===== src/rtl/hw1_func_scanner.sv =====
// Self-test scanner for the 4-input function block: steps ABCD through all
// sixteen minterms, samples F after a settle window, and reports how the
// observed truth table compares with the golden mask.
module hw1_func_scanner #(
   parameter int unsigned SETTLE_CYCLES = 1,
   parameter logic [15:0] GOLDEN        = 16'h3F75
) (
   input  logic        clk,
   input  logic        rst_n,
   input  logic        start,
   output logic        A,
   output logic        B,
   output logic        C,
   output logic        D,
   input  logic        F,
   output logic        busy,
   output logic        done,
   output logic        pass,
   output logic [15:0] truth,
   output logic [4:0]  err_cnt,
   output logic [3:0]  first_bad
);

   typedef enum logic [1:0] {
      IDLE,
      SETTLE,
      SAMPLE,
      FINISH
   } state_t;

   localparam logic [3:0] SETTLE_LAST = 4'(SETTLE_CYCLES - 1);

   state_t      state_q, state_d;
   logic [3:0]  idx_q, idx_d;
   logic [3:0]  cnt_q, cnt_d;
   logic        busy_q, busy_d;
   logic        done_q, done_d;
   logic        pass_q, pass_d;
   logic [15:0] truth_q, truth_d;
   logic [4:0]  errCnt_q, errCnt_d;
   logic [3:0]  firstBad_q, firstBad_d;
   logic        mismatch;

   // The function result disagrees with the golden mask for the current minterm
   assign mismatch = (F != GOLDEN[idx_q]);

   // Next-state and result bookkeeping: results are cleared only when a new
   // scan is accepted, so they stay readable in IDLE after a scan finishes
   always_comb begin
      state_d    = state_q;
      idx_d      = idx_q;
      cnt_d      = cnt_q;
      busy_d     = busy_q;
      done_d     = 1'b0;
      pass_d     = pass_q;
      truth_d    = truth_q;
      errCnt_d   = errCnt_q;
      firstBad_d = firstBad_q;
      case (state_q)
         IDLE: begin
            if (start) begin
               state_d    = SETTLE;
               idx_d      = 4'd0;
               cnt_d      = 4'd0;
               busy_d     = 1'b1;
               pass_d     = 1'b0;
               truth_d    = 16'h0000;
               errCnt_d   = 5'd0;
               firstBad_d = 4'd0;
            end
         end
         SETTLE: begin
            if (cnt_q == SETTLE_LAST) begin
               state_d = SAMPLE;
               cnt_d   = 4'd0;
            end else begin
               cnt_d = cnt_q + 4'd1;
            end
         end
         SAMPLE: begin
            truth_d[idx_q] = F;
            if (mismatch) begin
               errCnt_d = errCnt_q + 5'd1;
               if (errCnt_q == 5'd0) begin
                  firstBad_d = idx_q;
               end
            end
            if (idx_q == 4'd15) begin
               state_d = FINISH;
               idx_d   = 4'd0;
               done_d  = 1'b1;
               pass_d  = (errCnt_q == 5'd0) && !mismatch;
            end else begin
               state_d = SETTLE;
               idx_d   = idx_q + 4'd1;
            end
         end
         FINISH: begin
            state_d = IDLE;
            busy_d  = 1'b0;
         end
         default: begin
            state_d = IDLE;
         end
      endcase
   end

   // State and result registers; reset discards any scan in progress
   always_ff @(posedge clk or negedge rst_n) begin
      if (!rst_n) begin
         state_q    <= IDLE;
         idx_q      <= 4'd0;
         cnt_q      <= 4'd0;
         busy_q     <= 1'b0;
         done_q     <= 1'b0;
         pass_q     <= 1'b0;
         truth_q    <= 16'h0000;
         errCnt_q   <= 5'd0;
         firstBad_q <= 4'd0;
      end else begin
         state_q    <= state_d;
         idx_q      <= idx_d;
         cnt_q      <= cnt_d;
         busy_q     <= busy_d;
         done_q     <= done_d;
         pass_q     <= pass_d;
         truth_q    <= truth_d;
         errCnt_q   <= errCnt_d;
         firstBad_q <= firstBad_d;
      end
   end

   assign {A, B, C, D} = idx_q;
   assign busy         = busy_q;
   assign done         = done_q;
   assign pass         = pass_q;
   assign truth        = truth_q;
   assign err_cnt      = errCnt_q;
   assign first_bad    = firstBad_q;

endmodule


===== config.mk =====
export PLATFORM = sky130hd
export DESIGN_NAME = hw1_func_scanner
export DESIGN_NICKNAME = d
export VERILOG_FILES = /design/src/rtl/hw1_func_scanner.sv
export SDC_FILE = /design/constraint.sdc
export NUM_CORES = 1
export LEC_CHECK = 0
export ABC_AREA = 1
export ABC_CLOCK_PERIOD_IN_PS = 1850
export BUFFER_PORTS_ARGS = -buffer_cell sky130_fd_sc_hd__buf_4
export CORE_ASPECT_RATIO = 1.75
export CORE_MARGIN = 3
export CORE_UTILIZATION = 54
export DETAILED_ROUTE_END_ITERATION = 8
export PLACE_DENSITY = 0.84
export SYNTH_ARGS = -nofsm -noshare
export SYNTH_HDL_FRONTEND = slang
export SYNTH_SLANG_ARGS = --single-unit

===== constraint.sdc =====
create_clock -name clk -period 1.85 [get_ports clk]
set_clock_uncertainty 0.05 [all_clocks]
set_input_delay 0.0925 -clock clk [delete_from_list [all_inputs] [get_ports clk]]
set_output_delay 0.0925 -clock clk [all_outputs]
set_load 0.02 [all_outputs]

==> run summary <==
PLACE
----------------------------------------------------------------------------------------
Dpl cells                                                                            292
Instance area after placement                                                  2200 um^2
Dpl ws                                                                         0.1647 ns
HPWL after detailed placement                                                   3.092 mm
Count of port buffers added during placement                                          35
Last weighted congestion value of the routability-driven placer                   0.8766

CRITICAL PATH
----------------------------------------------------------------------------------------
Destination of the worst register-to-register timing path                     err_cnt[0]
CP required                                                                      1.97 ns
Worst setup SP type                                                            flip-flop
Critical path fanouts, max                                                             7
Worst-case reg-to-reg path depth                                                       8
R2R setup slack                                                                  0.12 ns
Type of the worst setup path                                                  reg -> reg
Startpoint of the worst-slack reg-to-reg timing path                            idx_q[1]
Sort of element at the end of the critical path                                flip-flop
Worst endpoint data arrival time                                                 1.85 ns

FLOORPLANNING
----------------------------------------------------------------------------------------
Placement row count                                                                   27
X dimension of the die                                                          50.89 um
Number of primary I/O pins                                                            36
Vertical die dimension                                                          84.56 um
Total Die Area                                                                 4303 um^2
Core region area                                                               3277 um^2
Initial Utilization                                                               0.5811

STA
----------------------------------------------------------------------------------------
Transition time at the pin with the least slew margin                          0.4964 ns
Share of the cycle needed by the critical path after routing                      0.9356
Setup repair after global routing missed its margin                                   no
Worst hold-check slack                                                         0.1478 ns
Max frequency                                                                  577.7 MHz
Final sum of negative setup slack                                                   0 ns
Worst max-slew margin expressed relative to the limit                             0.6655
Smallest setup slack after layout                                              0.1191 ns
Fin. Hold Viols                                                                        0
Setup-violating endpoint count in the final report                                     0
Number of slew-limit violations in the final report                                    0
Final critical delay including setup and external delays                        1.731 ns

ROUTE
----------------------------------------------------------------------------------------
Routed WL per cell                                                              13.88 um
Number of search-and-repair iterations in the first detailed-routing pass              5
Routed wire length                                                              4.178 mm
Count of unresolved DRC violations after routing                                       0
Routed Antenna Nets                                                                    0
Iter 0 DRT Violations                                                                 84
Total vias in the final route                                                       1642
Detailed-route vias per instance                                                   5.455

GRT
----------------------------------------------------------------------------------------
Number of antenna violations at the first check in global routing                      0
Wire length of the first global-routing pass                                    7.155 mm
Via count of the first global-routing pass                                          1630
Total grt overflow                                                                     0
Global-route total usage across every layer                                       0.2177
Maximum number of pins on one net before global-route repair                          39

SYNTH
----------------------------------------------------------------------------------------
Mapped Avg Cell Area                                                          8.776 um^2
Sequential-to-total area share from yosys stat                                    0.4993
Count of unique library cells instantiated by Yosys                                   28
Synthesis-stage register bit count                                                    38
Synth Net Count                                                                      229
Cell count after synthesis                                                           217
Post-synthesis instance area                                                   1904 um^2
Synth warn                                                                             0

FINAL LAYOUT
----------------------------------------------------------------------------------------
Area growth from synthesis to layout                                              20.83%
Layout fillers                                                                       273
ANT cells                                                                              0
Final cell utilization of the core                                                0.7022
Top library cells by usage in the layout, fill and taps aside               48 x nand2_1, 38 x dfrtp_1, 38 x buf_4, 18 x nor2_1, 16 x inv_1
Most common cell after layout, fill and taps aside                               nand2_1
Final cell area excluding filler cells                                         2301 um^2
Fraction of final layout cells with drive strength greater than 1                 0.2248
Nets                                                                                 269
Count of placed standard cells in the final layout, fillers left out                 301

HOLD PATH
----------------------------------------------------------------------------------------
End of the worst hold path                                                      truth[7]
HP Class                                                                       in -> reg
Count of cells along the worst hold path                                               3
Worst hold path startpoint                                                             F

CLOCK TREE
----------------------------------------------------------------------------------------
Library cell used as clock root buffer                                          clkbuf_8
Buffer depth of the longest clock path                                                 2
CTS tree                                                                             yes
Worst skew pair latency                                                          0.29 ns
Number of buffers inserted during clock tree synthesis                                 5
Maximum level of the CTS H-tree                                                        2
Register clock-pin slew on the reported worst setup and hold paths               0.07 ns
Count of cells resized by post-cts repair                                              0
Post-CTS Setup Repair Bufs                                                             0
Number of hold-repair buffers added at the cts stage                                   1
# clock sinks                                                                         38

POWER AND IR DROP
----------------------------------------------------------------------------------------
Total power after layout                                                        2.753 mW
Power density cells                                                         1196 nW/um^2
Worst-case vdd ir drop                                                         0.8760 mV
Leakage power figure                                                            1.129 nW

FLOW RUN
----------------------------------------------------------------------------------------
MaxCap Viol Count                                                                      0

RUN STATUS
----------------------------------------------------------------------------------------
Status                                                                      complete, no violations

[per-layer routing]
metal	GRT usage	vias to the layer above	wire [um]
met2	0.3702	62	2238
met5	0	-	0
met3	0.03730	11	173
met4	0.1324	0	116
met1	0.2471	760	1649
li1	-	809	-
[synth_stat cells]
library cell	n	area [um^2]
a21oi_1	15	75.07
buf_2	2	10.01
nand3_1	12	60.06
nand2_2	3	18.77
o211ai_1	6	45.04
nor2_4	1	11.26
inv_1	16	60.06
buf_6	1	11.26
or2_1	1	6.260
nand3_2	1	10.01
buf_4	3	22.52
or2_2	1	6.260
o22ai_1	6	37.54
ha_1	8	100.1
dfrtp_1	38	950.9
nor2_1	18	67.56
o21ai_1	3	15.01
a31oi_1	2	12.51
nor2_2	1	6.260
clkinv_1	1	3.750
xor2_1	2	17.52
nand2_1	48	180.2
inv_2	4	15.01
nand4_1	5	31.28
nand3_4	2	35.03
o31ai_1	4	30.03
o21ai_0	12	60.06
nor3_1	1	5.000
[state kept, by name, indices dropped and copies added (netlist names)]
register and cells:
truth 16, err_cnt 5, cnt_q 4, first_bad 4, idx_q 4, state_q 2, busy 1, done 1
pass 1
[cells by family after synthesis]
group | after synthesis | share of synthesized area
flip-flops | 38 | 0.4993
AO/OA/AOI/OAI | 48 | 0.1445
buffers and inverters | 27 | 0.06438
adder cells (fa/ha/maj) | 8 | 0.05256
AND/OR/NAND/NOR | 94 | 0.2300
XOR/XNOR | 2 | 0.009200
[final cells by class]
class                   instances  area, um^2  area share
clock buffers                   7       86.33     0.03752
multi-input cells             152       830.8      0.3611
repair buffers                 39       295.3      0.1283
inverters                      21       78.83     0.03426
clock inverters                 1       5.005    0.002175
well taps                      43       53.80     0.02338
flip-flops and latches         38       950.9      0.4133
[critical path, stage by stage, from the launching register on]
cell and delay [ns]:
dfrtp_1 0.46, ha_1 0.33, nand3_1 0.16, nand3_1 0.13, nand2_1 0.10, nand3_4 0.11
nand2_2 0.11, nand2_1 0.08, o21ai_0 0.07
[power breakdown]
| part | internal (mW) | total (mW) | leakage [nW] | switching (mW) |
|---|---|---|---|---|
| clock network | 0.300 | 0.578 | 0.0482 | 0.278 |
| logic | 0.371 | 1.11 | 0.560 | 0.738 |
| registers | 0.948 | 1.07 | 0.520 | 0.118 |
[worst max-delay path by stage]
stage                     startpoint    endpoint  slack (ns)  cells past startpoint
final                       idx_q[1]  err_cnt[0]        0.12                      8
after global routing        idx_q[1]  err_cnt[0]        0.02                      8
after CTS                   idx_q[1]  err_cnt[0]        0.15                      8
after detailed placement    idx_q[1]  err_cnt[0]        0.16                      8
after global placement      idx_q[1]  err_cnt[0]        0.27                      7
after floorplan             idx_q[0]  err_cnt[0]        0.20                      8
Power figures use the tool's default switching activity.
